`src/rtl/bsc_pkg.sv`:
```
// Shared constants and next-step helper for the bounce/rotate scanning counter.
package bsc_pkg;

    localparam logic MODE_BOUNCE = 1'b0;
    localparam logic MODE_ROTATE = 1'b1;
    localparam logic DIR_UP      = 1'b1;
    localparam logic DIR_DOWN    = 1'b0;

    typedef struct packed {
        logic [31:0] pos;
        logic        dir;
        logic        end_hit;
    } step_t;

    // One step of the scan from (pos, dir) for a vector of the given width.
    function automatic step_t next_step(input logic [31:0] pos, input logic dir,
                                        input logic mode, input logic [31:0] width);
        step_t s;
        logic  d;
        d         = dir;
        s.end_hit = 1'b0;
        if (mode == MODE_BOUNCE) begin
            // Sitting at an end facing outward (e.g. after leaving rotate): turn first.
            if (d == DIR_UP && pos == width - 1) begin
                d = DIR_DOWN;
            end else if (d == DIR_DOWN && pos == 32'd0) begin
                d = DIR_UP;
            end
            s.pos = (d == DIR_UP) ? pos + 32'd1 : pos - 32'd1;
            s.dir = d;
            if (s.pos == width - 1) begin
                s.dir     = DIR_DOWN;
                s.end_hit = 1'b1;
            end else if (s.pos == 32'd0) begin
                s.dir     = DIR_UP;
                s.end_hit = 1'b1;
            end
        end else begin
            s.dir = dir;
            if (dir == DIR_UP) begin
                s.end_hit = (pos == width - 1);
                s.pos     = s.end_hit ? 32'd0 : pos + 32'd1;
            end else begin
                s.end_hit = (pos == 32'd0);
                s.pos     = s.end_hit ? width - 1 : pos - 32'd1;
            end
        end
        return s;
    endfunction

endpackage

```
`src/rtl/bounce_shift_counter_if.sv`:
```
// Control and status bundle of the scanning counter.
interface bounce_shift_counter_if #(
    parameter int unsigned WIDTH = 8
);
    localparam int unsigned PW = $clog2(WIDTH);

    logic             en;
    logic             mode;
    logic             load;
    logic [PW-1:0]    load_pos;
    logic [WIDTH-1:0] count;
    logic [PW-1:0]    pos;
    logic             dir;
    logic             end_pulse;

    modport master (
        output en, mode, load, load_pos,
        input  count, pos, dir, end_pulse
    );

    modport slave (
        input  en, mode, load, load_pos,
        output count, pos, dir, end_pulse
    );

endinterface

```
`src/rtl/bsc_prescaler.sv`:
```
// Counts enabled cycles modulo DIV; tick marks the enabled cycle that wraps.
module bsc_prescaler #(
    parameter int unsigned DIV = 4
) (
    input  logic clk,
    input  logic reset,
    input  logic en,
    input  logic clear,
    output logic tick
);
    localparam logic [15:0] LAST = 16'(DIV - 1);

    logic [15:0] cnt_q, cnt_d;

    assign tick = en && (cnt_q == LAST);

    // Next count: clear wins, otherwise advance on enabled cycles and wrap at DIV-1.
    always_comb begin
        cnt_d = cnt_q;
        if (clear) begin
            cnt_d = '0;
        end else if (en) begin
            cnt_d = tick ? 16'd0 : cnt_q + 16'd1;
        end
    end

    // Counter register.
    always_ff @(posedge clk or posedge reset) begin
        if (reset) begin
            cnt_q <= '0;
        end else begin
            cnt_q <= cnt_d;
        end
    end

endmodule

```
`src/rtl/bounce_shift_counter.sv`:
```
// One-hot scanning counter (bounce or rotate) with load and end-of-travel pulse.
// Define BSC_PRESCALE_EN to step only every DIV enabled cycles.
module bounce_shift_counter
    import bsc_pkg::*;
#(
    parameter int unsigned WIDTH = 8,
    parameter int unsigned DIV   = 4
) (
    input logic                   clk,
    input logic                   reset,
    bounce_shift_counter_if.slave bus
);
    localparam int unsigned PW = $clog2(WIDTH);

    if (WIDTH < 2 || WIDTH > 64 || DIV < 1 || DIV > 65535) begin : g_bad_param
        $error("bounce_shift_counter: WIDTH or DIV out of range");
    end

    logic [PW-1:0] pos_q, pos_d, ld_pos;
    logic          dir_q, dir_d;
    logic          end_q, end_d;
    logic          tick;
    step_t         nxt;
    logic          unused_step_hi;

`ifdef BSC_PRESCALE_EN
    logic step_en;
    assign step_en = bus.en && !bus.load;

    bsc_prescaler #(
        .DIV(DIV)
    ) u_prescaler (
        .clk  (clk),
        .reset(reset),
        .en   (step_en),
        .clear(bus.load),
        .tick (tick)
    );
`else
    assign tick = 1'b1;
`endif

    assign unused_step_hi = ^nxt.pos[31:PW];

    // Next state: load beats stepping; end_pulse only follows a step that hit an end.
    always_comb begin
        nxt    = next_step(32'(pos_q), dir_q, bus.mode, 32'(WIDTH));
        ld_pos = (32'(bus.load_pos) > WIDTH - 1) ? PW'(WIDTH - 1) : bus.load_pos;
        pos_d  = pos_q;
        dir_d  = dir_q;
        end_d  = 1'b0;
        if (bus.load) begin
            pos_d = ld_pos;
            if (bus.mode == MODE_BOUNCE) begin
                if (32'(ld_pos) == WIDTH - 1) begin
                    dir_d = DIR_DOWN;
                end else if (ld_pos == '0) begin
                    dir_d = DIR_UP;
                end
            end
        end else if (bus.en && tick) begin
            pos_d = PW'(nxt.pos);
            dir_d = nxt.dir;
            end_d = nxt.end_hit;
        end
    end

    // State registers.
    always_ff @(posedge clk or posedge reset) begin
        if (reset) begin
            pos_q <= '0;
            dir_q <= DIR_UP;
            end_q <= 1'b0;
        end else begin
            pos_q <= pos_d;
            dir_q <= dir_d;
            end_q <= end_d;
        end
    end

    assign bus.pos       = pos_q;
    assign bus.count     = WIDTH'(1) << pos_q;
    assign bus.dir       = dir_q;
    assign bus.end_pulse = end_q;

endmodule
```
`src/flat_wrapper.sv`:
```
// flat-port wrapper written by rule: the top's interface ports become plain ports
module bounce_shift_counter_flat import bsc_pkg::*;
#(
    parameter int unsigned WIDTH = 8,
    parameter int unsigned DIV   = 4
)
  (clk, reset, bus_en, bus_mode, bus_load, bus_load_pos, bus_count, bus_pos, bus_dir, bus_end_pulse);
  bounce_shift_counter_if #(.WIDTH(WIDTH)) bus_i ();
  input logic clk;
  input logic reset;
  input wire logic [$bits(bus_i.en)-1:0] bus_en;
  input wire logic [$bits(bus_i.mode)-1:0] bus_mode;
  input wire logic [$bits(bus_i.load)-1:0] bus_load;
  input wire logic [$bits(bus_i.load_pos)-1:0] bus_load_pos;
  output wire logic [$bits(bus_i.count)-1:0] bus_count;
  output wire logic [$bits(bus_i.pos)-1:0] bus_pos;
  output wire logic [$bits(bus_i.dir)-1:0] bus_dir;
  output wire logic [$bits(bus_i.end_pulse)-1:0] bus_end_pulse;
  assign bus_i.en = bus_en;
  assign bus_i.mode = bus_mode;
  assign bus_i.load = bus_load;
  assign bus_i.load_pos = bus_load_pos;
  assign bus_count = bus_i.count;
  assign bus_pos = bus_i.pos;
  assign bus_dir = bus_i.dir;
  assign bus_end_pulse = bus_i.end_pulse;
  bounce_shift_counter #(.WIDTH(WIDTH), .DIV(DIV)) u_core (.clk(clk), .reset(reset), .bus(bus_i));
endmodule
```
`config.mk`:
```
export PLATFORM = sky130hd
export DESIGN_NAME = bounce_shift_counter_flat
export DESIGN_NICKNAME = d
export VERILOG_FILES = /design/src/rtl/bsc_pkg.sv /design/src/rtl/bounce_shift_counter_if.sv /design/src/rtl/bsc_prescaler.sv /design/src/rtl/bounce_shift_counter.sv /design/src/flat_wrapper.sv
export SDC_FILE = /design/constraint.sdc
export NUM_CORES = 1
export LEC_CHECK = 0
export BUFFER_PORTS_ARGS = -buffer_cell sky130_fd_sc_hd__buf_2
export CORE_MARGIN = 4
export CORE_UTILIZATION = 42
export CTS_CLUSTER_DIAMETER = 30
export DETAILED_ROUTE_END_ITERATION = 12
export MAX_ROUTING_LAYER = met4
export PLACE_DENSITY_LB_ADDON = 0.05
export SETUP_SLACK_MARGIN = 0.4
export SYNTH_ARGS = -nofsm -noshare
export SYNTH_HDL_FRONTEND = slang
export SYNTH_HIERARCHICAL = 1
export SYNTH_SLANG_ARGS = --single-unit
```
`constraint.sdc`:
```
create_clock -name clk -period 1.9 [get_ports clk]
set_input_delay 0.095 -clock clk [delete_from_list [all_inputs] [get_ports clk]]
set_output_delay 0.095 -clock clk [all_outputs]
set_load 0.005 [all_outputs]
```
== Word level (Yosys, flattened, before mapping) ==
Index checks and enable logic that the tools add are counted.

* Flip-flop bits (word level): 5
* Input port bits: 8
* Output and inout port bits: 13
* Word-level logic and storage cells: 39

* Add/sub/neg operators: 2
* Equality and inequality tests: 4
* Shifts and indexed selects: 1
* Muxes and demuxes: 20
* Bitwise operators: 2
* Reductions and logical operators: 7

{| class="wikitable"
|+ Operators with widths
! cell !! count
|-
| $eq A32 B3 Y1 const B || 1
|-
| $logic_not A32 Y1 || 1
|-
| $mux W32 || 1
|-
| $mux W3 || 5
|-
| $mux W1 || 11
|-
| $shl A1 B3 Y8 const A || 1
|-
| $eq A3 B3 Y1 const B || 2
|-
| $logic_not A3 Y1 || 2
|-
| $mux W5 || 1
|-
| $add A3 B1 Y4 const B || 1
|-
| $mux W2 || 2
|-
| $sub A3 B1 Y4 const B || 1
|-
| $ne A3 B1 Y1 const B || 1
|-
| $reduce_and A3 Y1 || 1
|-
| $logic_and A1 B1 Y1 || 2
|-
| $not A1 Y1 || 2
|-
| $reduce_bool A2 Y1 || 1
|}

== Depth between registers and ports, before layout ==
Gate-level depths: netlist (run 1).

* Depth after elaboration: 12
* Depth in mapped cells: 7
* Mapped depth without buffers: 7

== Worst setup path after synthesis (run 1) ==
OpenSTA, ideal clock, no wires.

* Kind: flip-flop to flip-flop
* From: register u_core.pos_q[0] (netlist: u_core/bus.pos[0])
* To: register u_core.dir_q (netlist: u_core/bus.dir)
* Library setup time: 0.097 ns
* Arrival time: 2.041 ns
* Required time: 1.803 ns
* Slack: -0.239 ns
* Cell stages (with the launch flop): 8
* Buffers on the path: 0
* Period minus slack after synthesis: 2.139 ns
* Cell sequence: dfrtp_1 > ha_1 > ha_1 > or4b_1 > o31ai_1 > a22oi_1 > and3_1 > o41ai_2

* Cells in the longest elaborated chain, start to end: 12
* Elaborated cells on any way between the ends: 17
* Classes of those cells: 2 x add/sub; 2 x eq/ne; 9 x mux; 4 x reduce/logical

{| class="wikitable"
|+ Ends and longest elaborated chain
! what !! RTL line !! source
|-
| start, declared || bounce_shift_counter.sv:19 || <nowiki>logic [PW-1:0] pos_q, pos_d, ld_pos;</nowiki>
|-
| start signal, assigned || bounce_shift_counter.sv:75 || <nowiki>pos_q <= pos_d;</nowiki>
|-
| $logic_not A3 Y1 || bsc_pkg.sv:26 || <nowiki>end else if (d == DIR_DOWN && pos == 32'd0) begin</nowiki>
|-
| $logic_and A1 B1 Y1 || bsc_pkg.sv:26 ||
|-
| $mux W1 || bsc_pkg.sv:26 ||
|-
| $mux W1 || bsc_pkg.sv:24 || <nowiki>if (d == DIR_UP && pos == width - 1) begin</nowiki>
|-
| $mux W1 || bsc_pkg.sv:22 || <nowiki>if (mode == MODE_BOUNCE) begin</nowiki>
|-
| $mux W32 || bsc_pkg.sv:29 || <nowiki>s.pos = (d == DIR_UP) ? pos + 32'd1 : pos - 32'd1;</nowiki>
|-
| $logic_not A32 Y1 || bsc_pkg.sv:34 || <nowiki>end else if (s.pos == 32'd0) begin</nowiki>
|-
| $mux W2 || bsc_pkg.sv:34 ||
|-
| $mux W2 (*) || bsc_pkg.sv:31 || <nowiki>if (s.pos == width - 1) begin</nowiki>
|-
| $mux W5 (*) || bsc_pkg.sv:22 ||
|-
| $mux W1 (*) || bounce_shift_counter.sv:61 || <nowiki>end else if (bus.en && tick) begin</nowiki>
|-
| $mux W1 (*) || bounce_shift_counter.sv:52 || <nowiki>if (bus.load) begin</nowiki>
|-
| end signal, assigned || bounce_shift_counter.sv:76 || <nowiki>dir_q <= dir_d;</nowiki>
|-
| end, declared || bounce_shift_counter.sv:20 || <nowiki>logic dir_q, dir_d;</nowiki>
|}

Every way passes the cells marked *; elsewhere a longest branch is shown, timed or not. The select of a mux whose other input is x is not followed.
A chain may end at the register's enable or synchronous reset.

== Worst setup path after layout (run 1) ==
* From: register u_core.pos_q[1] (netlist: u_core/bus.pos[1])
* To: register u_core.dir_q (netlist: u_core/bus.dir)

Same word-level chain as after synthesis.

==> qor.txt, run 1 <==
Max-Cap Viols -> 0
Worst R2R Setup Slack -> -0.1 ns
Clk Latency, worst-skew pair -> 0.25 ns
failing checks -> negative setup slack
routed len/inst -> 15.1 um
fin crit share -> 1.05
final WL -> 2.24 mm
setup violators final -> 2
RSZ-0062 raised after global routing -> yes
ANT nets after route -> 0
die area -> 0.00239 mm2
vias in the first global route -> 752
Mean Syn Cell Area -> 7.62 um2
CTS root buf -> clkbuf_4
Net Count, Synth -> 109
Synth Area in Adders -> 0.161
fin nets -> 150
Cell Pwr Density -> 841 mW/mm2
most common library cell in the layout ignoring fill and taps -> buf_2
fin area -> 0.00111 mm2
GRT Total Usage -> 0.193
initial antenna violation count -> 0
worst reg2reg endpoint -> u_core/bus.dir$_DFFE_PP1P_
synthesized area -> 701 um2
largest family of logic cells by synthesized area -> simple AND/OR/NAND/NOR gates
sink of the worst hold path -> u_core/bus.pos[1]$_DFFE_PP0P_
crit path DAT -> 2.14 ns
final hold vios -> 0
Leakage -> 0.522 nW
Die H -> 48.8 um
most frequent cells in the layout -> buf_2 (20), buf_4 (18), nand2_1 (8), o21ai_1 (8), nor2_1 (6)
Slew HR -> 0.787
Pwr Total -> 0.000933 W
Site Rows -> 14
total gr overflow -> 0
CTS Sinks -> 5
#FFs+latches synth -> 5
post-synthesis compound-gate area fraction -> 0.271
post-synthesis mux area share -> 0.0304
pin count of the biggest net entering global routing -> 13
worst clock skew -> 0.00591 ns
minimum clock period -> 2.00 ns
share of layout cells above drive strength 1 -> 0.492
post-place setup slack -> -0.0730 ns
Total Neg Setup Slack -> -0.119 ns
Peak VDD IR -> 416 uV
Slew @ Worst Pin -> 0.317 ns
hold depth -> 3
Req. time, crit path -> 2.05 ns
DP HPWL -> 1.64 mm
Worst Setup Slack, final -> -0.0963 ns
reg2reg path depth -> 8
cell count after synthesis -> 92
r2r startpoint -> u_core/bus.pos[1]$_DFFE_PP0P_
placed instance area -> 957 um2
Final Max Slew Viols -> 0
CTS buffer count -> 3
width of the die -> 48.8 um
Hold/Removal Path Class -> in -> reg
Peak Freq -> 0.501 GHz
Detailed Routing Iterations Pass 1 -> 4
I/O pins -> 21
CTS tree -> yes
via count -> 851
DRC errors left -> 0
CTS clk-pin slew, worst paths -> 0.05 ns
critical path endpoint category -> flop
Yosys cell types -> 37
CP Max Fanout -> 3
status -> complete, but fails checks
first-pass GRT wire length -> 3.40 mm
H-tree Lvls -> 1
clock tree buffer depth -> 2
Worst setup SP type -> flop
critical path type -> reg -> reg
XOR/XNOR Fraction of Synth Area -> 0.0125
P&R area growth vs syn -> 58.4%
via/cell ratio -> 5.75
fillers -> 133
Simple-Gate Fraction of Synth Area -> 0.282
register area share after synthesis -> 0.180
port bufs -> 20
DR iter-0 viols -> 21
initial core utilization -> 0.455
core area -> 0.00154 mm2
Placer Congestion -> 0.889
Yosys Warn Count -> 6
Antenna Cells -> 0
Hold Path Origin -> bus_load_pos[1]
-- state kept, by name, indices dropped and copies added, names as in the netlist --
name and flops:
u_core/bus.dir 1, u_core/bus.pos 3, u_core/bus.end_pulse 1
-- worst max-delay path by stage --
stage | end | slack [ns] | cells after the start | start
after global placement | u_core/bus.dir$_DFFE_PP1P_ | -0.09 | 7 | u_core/bus.pos[1]$_DFFE_PP0P_
final | u_core/bus.dir$_DFFE_PP1P_ | -0.1 | 8 | u_core/bus.pos[1]$_DFFE_PP0P_
after global routing | u_core/bus.dir$_DFFE_PP1P_ | -0.16 | 7 | u_core/bus.pos[1]$_DFFE_PP0P_
after detailed placement | u_core/bus.dir$_DFFE_PP1P_ | -0.07 | 7 | u_core/bus.pos[1]$_DFFE_PP0P_
after floorplan | u_core/bus.dir$_DFFE_PP1P_ | 0.007 | 7 | u_core/bus.pos[0]$_DFFE_PP0P_
after CTS | u_core/bus.dir$_DFFE_PP1P_ | -0.07 | 7 | u_core/bus.pos[1]$_DFFE_PP0P_
-- layer usage --
metal | vias up | part of all wire | track usage
li1 | 410 | - | -
met1 | 406 | 0.40 | 0.209
met2 | 29 | 0.51 | 0.324
met3 | 6 | 0.064 | 0.0306
met4 | 0 | 0.024 | 0.121
met5 | - | 0 | -
-- area by class of cell --
| class | count | area [um2] | area share |
|---|---|---|---|
| Multi-Input combinational cell | 76 | 648 | 0.584 |
| Tap cell | 16 | 20.0 | 0.0180 |
| Sequential cell | 5 | 130 | 0.117 |
| Clock buffer | 4 | 26.3 | 0.0237 |
| Inverter | 7 | 28.8 | 0.0259 |
| Timing Repair Buffer | 40 | 256 | 0.231 |
-- cell usage after synthesis --
library cell | number | area (um2)
dfrtp_1 | 4 | 100
o211ai_1 | 1 | 7.51
a221oi_1 | 1 | 8.76
o21ba_1 | 1 | 10.0
or4b_1 | 1 | 10.0
and2_1 | 4 | 25.0
o31ai_1 | 1 | 7.51
clkbuf_1 | 2 | 7.51
a211o_1 | 1 | 8.76
nand2_1 | 8 | 30.0
nor2_1 | 6 | 22.5
mux2_2 | 1 | 11.3
a31oi_1 | 1 | 6.26
and3_1 | 2 | 12.5
a211oi_1 | 1 | 7.51
a311oi_1 | 1 | 8.76
dfstp_2 | 1 | 26.3
mux2i_1 | 1 | 10.0
o221ai_1 | 2 | 17.5
nor2b_1 | 5 | 31.3
nand2b_1 | 2 | 12.5
nor3_1 | 4 | 20.0
o21a_1 | 1 | 7.51
a21oi_1 | 2 | 10.0
nand4_1 | 1 | 6.26
ha_1 | 9 | 113
inv_1 | 7 | 26.3
nand3_1 | 1 | 5.00
a21boi_0 | 1 | 7.51
xnor2_1 | 1 | 8.76
nor3b_1 | 2 | 15.0
o21ai_0 | 10 | 50.1
a2bb2oi_1 | 1 | 8.76
o41ai_2 | 1 | 16.3
buf_2 | 2 | 10.0
a22oi_1 | 1 | 7.51
and2b_1 | 1 | 7.51
-- logic make-up after synthesis --
group,Yosys count
AND/OR/NAND/NOR,37
multiplexers,2
XOR/XNOR,1
adder cells (fa/ha/maj),9
flip-flops,5
AO/OA/AOI/OAI,27
buffers and inverters,11
-- worst max-delay path: stages (launching register included) --
cell,delay [ns]
dfrtp_2,0.43
ha_4,0.19
buf_6,0.12
ha_4,0.21
mux2i_1,0.18
a2bb2oi_2,0.10
a211oi_2,0.29
a311oi_2,0.14
o41ai_2,0.22
-- repair_timing --
item / in CTS / in global routing
endpoints found under the setup margin: 7 / 11
hold buffers: 1 / 0
resized for setup: 9 / 16
pin swaps: 6 / 8
hold endpoints to repair: 5 / 0
buffers inserted: 2 / 2
-- metrics by stage --
step	hold slack [ns]	cells	utilization
floorplan	-0.127	92	-
global placement	-0.00179	139	0.621
detailed placement	0.00337	139	0.621
CTS	0.0894	146	0.679
global route	0.105	148	0.720
finish	0.108	148	0.720
-- where the power goes --
group | total, W | leakage [nW] | switching [W] | internal, W
clock network | 0.000127 | 0.0150 | 0.0000476 | 0.0000796
registers | 0.000184 | 0.0567 | 0.0000487 | 0.000135
logic | 0.000622 | 0.450 | 0.000295 | 0.000327
Power figures use the tool's default switching activity.
==> run 2: changes to the inputs <==
Settings changed: ABC_AREA set to 1.
==> run 2 against run 1 <==
  * The flow now finishes without violations
  * Power decreased by 18%
  * Final cell count increased by 1.4%
  * Register-to-register slack improved by 0.31 ns
  * Clock skew decreased by 0.0019 ns
  * Core utilization decreased by 6.8 points
  * Critical path type unchanged
  * Critical endpoint is now u_core/bus.end_pulse$_DFF_PP0_
  * Highest routed layer unchanged
==> qor.txt, run 2 <==
CTS root buf -> clkbuf_4
CP peak stage delay -> 0.46 ns
DR iter-0 viols -> 37
GRT Max-Usage Layer -> met2
setup violators final -> 0
most frequent cell after synthesis -> nand2_1
Slew HR -> 0.763
most common library cell in the layout ignoring fill and taps -> buf_2
H-tree Lvls -> 1
Detailed Routing Iterations Pass 1 -> 5
total gr overflow -> 0
fin nets -> 152
Die H -> 48.1 um
most frequent cells in the layout -> buf_2 (20), nand2_1 (19), inv_1 (15)
final hold vios -> 0
Yosys Warn Count -> 6
CP Buf/Inv Count -> 3
Site Rows -> 14
ys async rst share -> 1.00
Combinational Power Share -> 0.594
final WL -> 1.90 mm
top cell family by delay on the critical path -> flip-flops
status -> completed
P&R area growth vs syn -> 45.1%
Seq pwr share -> 0.247
fin crit share -> 0.887
vias in the first global route -> 611
critical path type -> reg -> reg
CP Max Fanout -> 7
core area -> 0.00151 mm2
DP HPWL -> 1.32 mm
Pwr Total -> 0.000766 W
#FFs+latches synth -> 5
max reg flops -> 3
grt met2 use -> 0.266
top cells by instance count after synthesis -> nand2_1 (20), inv_1 (18), nor2_1 (13), ha_1 (9), nand3_1 (8)
routed len/inst -> 12.6 um
via count -> 778
ANT nets after route -> 0
Peak Freq -> 0.593 GHz
critical path endpoint category -> flop
worst path cell trace -> ha_4 > ha_4 > nand2_8 > buf_4 > buf_4 > a31o_2 > o21bai_1 > inv_1
I/O pins -> 21
initial antenna violation count -> 0
CTS buffer count -> 3
Sw Ratio -> 0.456
Post-synth EDFFs -> 0
Total Neg Setup Slack -> 0 ns
largest area contributor in the netlist -> ha_1
Antenna Cells -> 0
CTS Sinks -> 5
Worst path slowest cell -> dfrtp_2
DRC errors left -> 0
net switching power -> 0.000350 W
worst clock skew -> 0.00397 ns
Yosys top cell area share -> 0.166
Worst setup SP type -> flop
Yosys cell types -> 23
crit path DAT -> 1.86 ns
share of layout cells above drive strength 1 -> 0.433
Hold/Removal Path Class -> in -> reg
Final Max Slew Viols -> 0
first-pass GRT wire length -> 2.67 mm
Clock power frac -> 0.159
grt met3 use -> 0.0443
die area -> 0.00232 mm2
minimum clock period -> 1.69 ns
Synth area leaders -> ha_1 (17%), dfrtp_1 (15%), nand2_1 (11%), inv_1 (10%), nor2_1 (7.2%)
Top FF cell, synth -> dfrtp_1
clock tree buffer depth -> 2
Placer Congestion -> 0.912
via/cell ratio -> 5.19
RSZ-0062 raised after global routing -> yes
Mean Syn Cell Area -> 6.70 um2
CTS clk-pin slew, worst paths -> 0.04 ns
width of the die -> 48.1 um
register area share after synthesis -> 0.187
cell count after synthesis -> 101
Int Power -> 0.000417 W
GRT Total Usage -> 0.172
Net Count, Synth -> 118
Peak VDD IR -> 466 uV
synthesized area -> 677 um2
pin count of the biggest net entering global routing -> 14
Cell Pwr Density -> 780 mW/mm2
initial core utilization -> 0.449
Slew @ Worst Pin -> 0.355 ns
Req. time, crit path -> 2.08 ns
CTS tree -> yes
M1 GR Usage -> 0.219
Leakage -> 0.545 nW
final core utilization -> 0.652
port bufs -> 20
Max-Cap Viols -> 0
Clk Latency, worst-skew pair -> 0.24 ns
run 2: changes by cell type in the layout (fill, tap and decap cells not counted), sizes merged, moves of 7 or more:
cell,delta
nor2,+7
buf,-10
nand3,+7
nand2,+19
inv,+13
run 2: kinds of logic after synthesis:
kind of cell,Yosys count,share of synthesized area
flops,5,0.187
simple gates,50,0.344
compound gates,15,0.155
fa+ha+maj,9,0.166
xor+xnor,1,0.0129
buf+inv,21,0.135
run 2: layout make-up:
type | instances | area [um2]
inverters | 20 | 87.6
repair buffers | 30 | 185
fillers | 136 | 524
flip-flops and latches | 5 | 130
well taps | 16 | 20.0
clock buffers | 4 | 26.3
multi-input cells | 75 | 533
run 2: power groups by stage:
stage / Combinational [W] / Clock [W] / Sequential [W]
global route: 0.000508 / 0.000138 / 0.000194
detailed placement: 0.000363 / 0 / 0.000186
floorplan: 0.000285 / 0 / 0.000164
finish: 0.000456 / 0.000122 / 0.000189
global placement: 0.000359 / 0 / 0.000184
CTS: 0.000393 / 0.000127 / 0.000187
run 2: through the flow:
stage                     hold WS, ns  area [um2]  setup WS, ns  instances
final                           0.151         982         0.214        150
after global routing            0.145         982         0.104        150
after CTS                       0.128         898         0.236        145
after detailed placement      0.00295         821         0.149        136
after global placement        0.00446         821         0.193        136
after floorplan                -0.127         712         0.399        101
run 2: worst register-to-register path, stage by stage (launching register included):
cell      delay [ns]
dfrtp_2         0.46
ha_4            0.21
ha_4            0.17
nand2_8         0.08
buf_4           0.14
buf_4           0.12
a31o_2          0.22
o21bai_1        0.17
inv_1           0.06
run 2: repair_timing:
action | CTS | global route
buffers inserted | 4 | 5
hold buffers | 1 | 0
endpoints found under the hold margin | 5 | 0
pin swaps | 6 | 5
gates resized for setup | 5 | 9
endpoints found under the setup margin | 5 | 5
run 2: worst paths after layout:
check | start | to | slack (ns) | cells after the start
max in group asynchronous | reset | u_core/bus.dir$_DFFE_PP1P_ | 1.36 | 3
min in group asynchronous | reset | u_core/bus.pos[1]$_DFFE_PP0P_ | 0.30 | 3
min | bus_load_pos[1] | u_core/bus.pos[1]$_DFFE_PP0P_ | 0.15 | 3
max reg2reg | u_core/bus.pos[0]$_DFFE_PP0P_ | u_core/bus.end_pulse$_DFF_PP0_ | 0.21 | 8
min reg2reg | u_core/bus.dir$_DFFE_PP1P_ | u_core/bus.dir$_DFFE_PP1P_ | 0.62 | 2
max | u_core/bus.pos[0]$_DFFE_PP0P_ | u_core/bus.end_pulse$_DFF_PP0_ | 0.21 | 8
run 2: per-layer routing:
layer | vias to the layer above | wire length [um]
li1 | 388 | -
met1 | 342 | 783
met2 | 44 | 923
met3 | 4 | 168
met4 | 0 | 20
met5 | - | 0
==> run 3: changes to the inputs <==
Settings changed: MAX_ROUTING_LAYER met4 to not set.
Clock period 1.9 ns to 1.63 ns, I/O delays scaled along.
==> run 3 against run 2 <==
  * The run now ends with negative setup slack left
  * Clock power is 20% higher
  * Via count grew 0.51%
  * Sequential power rose by 2%
  * Core utilization increased by 3.5 points
  * Global-route usage down 0.23 points
==> qor.txt, run 3 (synthesized netlist as in run 2, its figures left out) <==
share of layout cells above drive strength 1 -> 0.486
final hold vios -> 0
Pwr Total -> 0.000972 W
Total Neg Setup Slack -> -0.0115 ns
final WL -> 1.89 mm
Site Rows -> 14
CTS clk-pin slew, worst paths -> 0.05 ns
core area -> 0.00151 mm2
Peak VDD IR -> 472 uV
Worst R2R Setup Slack -> -0.01 ns
via/cell ratio -> 5.01
CTS Sinks -> 5
failing checks -> negative setup slack
final cell count without fillers -> 156
Antenna Cells -> 0
max reg flops -> 3
Req. time, crit path -> 1.75 ns
critical path endpoint category -> flop
DP HPWL -> 1.45 mm
worst clock skew -> 0.00361 ns
total gr overflow -> 0
Hold/Removal Path Class -> in -> reg
first-pass GRT wire length -> 2.79 mm
most frequent cells in the layout -> buf_2 (20), nand2_1 (18), inv_1 (14)
GRT Total Usage -> 0.169
crit path DAT -> 1.77 ns
ANT nets after route -> 0
post-placement cell count -> 145
CTS tree -> yes
status -> complete, but fails checks
post-place setup slack -> -0.0114 ns
Final Max Slew Viols -> 0
initial core utilization -> 0.449
setup violators final -> 1
register area -> 130 um2
DRC errors left -> 0
Placer Congestion -> 0.879
most common library cell in the layout ignoring fill and taps -> buf_2
GRT Max-Usage Layer -> met2
Slew @ Worst Pin -> 0.251 ns
M1 GR Usage -> 0.192
Multi-input gate area -> 543 um2
DR iter-0 viols -> 16
fin crit share -> 1.01
RSZ-0062 raised after global routing -> yes
H-tree Lvls -> 1
grt met2 use -> 0.318
grt met3 use -> 0.0590
clock tree buffer depth -> 2
vias in the first global route -> 679
Cell Pwr Density -> 940 mW/mm2
CTS buffer count -> 3
CTS root buf -> clkbuf_4
Peak Freq -> 0.609 GHz
via count -> 782
Max-Cap Viols -> 0
critical path type -> reg -> reg
I/O pins -> 21
Worst Setup Slack, final -> -0.0115 ns
Clk Latency, worst-skew pair -> 0.24 ns
minimum clock period -> 1.64 ns
Slew HR -> 0.831
Leakage -> 0.577 nW
CP Max Fanout -> 6
fin nets -> 158
fillers -> 141
Worst setup SP type -> flop
hold_ws -> 0.124 ns
P&R area growth vs syn -> 52.9%
port bufs -> 20
width of the die -> 48.1 um
Detailed Routing Iterations Pass 1 -> 4
initial antenna violation count -> 0
routed len/inst -> 12.1 um
Die H -> 48.1 um
die area -> 0.00232 mm2
pin count of the biggest net entering global routing -> 8
==> run 3: path summary, 6_finish.rpt <==
path | startpoint | depth (start not counted) | to
worst min-delay path | bus_load_pos[1] | 3 | u_core/bus.pos[1]$_DFFE_PP0P_
worst max register to register | u_core/bus.pos[0]$_DFFE_PP0P_ | 10 | u_core/bus.end_pulse$_DFF_PP0_
max in group asynchronous | reset | 3 | u_core/bus.dir$_DFFE_PP1P_
worst min register to register | u_core/bus.pos[1]$_DFFE_PP0P_ | 3 | u_core/bus.pos[1]$_DFFE_PP0P_
min in group asynchronous | reset | 3 | u_core/bus.pos[1]$_DFFE_PP0P_
worst max-delay path | u_core/bus.pos[0]$_DFFE_PP0P_ | 10 | u_core/bus.end_pulse$_DFF_PP0_
==> run 3: final cells by class <==
class                           count  share of cell area
Clock buffer                        4              0.0254
Inverter                           20              0.0822
Multi-Input combinational cell     75               0.525
Sequential cell                     5               0.126
Tap cell                           16              0.0193
Timing Repair Buffer               36               0.222
==> run 3: worst max-delay path, cell delays in order (launching register included) <==
cell	delay (ns)
dfrtp_2	0.44
ha_4	0.19
ha_4	0.17
nand2_8	0.08
inv_4	0.04
a21oi_4	0.17
nor2_1	0.06
nand2_1	0.08
nand2_1	0.05
o21bai_1	0.16
inv_1	0.06
==> run 3: timing repair <==
item | 4_1_cts | 5_1_grt
gates resized for setup | 7 | 9
hold endpoints to repair | 5 | 0
pin swaps | 3 | 8
setup buffers | 4 | 2
endpoints found under the setup margin | 13 | 13
hold buffers | 1 | 0
==> run 3: power by group <==
part	internal (W)	switching, W	leakage [nW]
registers	0.000152	0.0000410	0.0555
clock network	0.0000927	0.0000529	0.0150
logic	0.000303	0.000331	0.507
total	0.000547	0.000425	0.577
==> run 3: metrics by stage <==
step | area (um2) | utilization
after global placement | 891 | 0.591
after global routing | 1030 | 0.687
after CTS | 985 | 0.654
final | 1030 | 0.687
after floorplan | 714 | -
after detailed placement | 891 | 0.591
==> run 3: layer usage <==
layer,vias to the layer above,wire length [um]
met5,-,0
met4,0,10
met3,2,106
met2,20,979
met1,358,797
li1,402,-
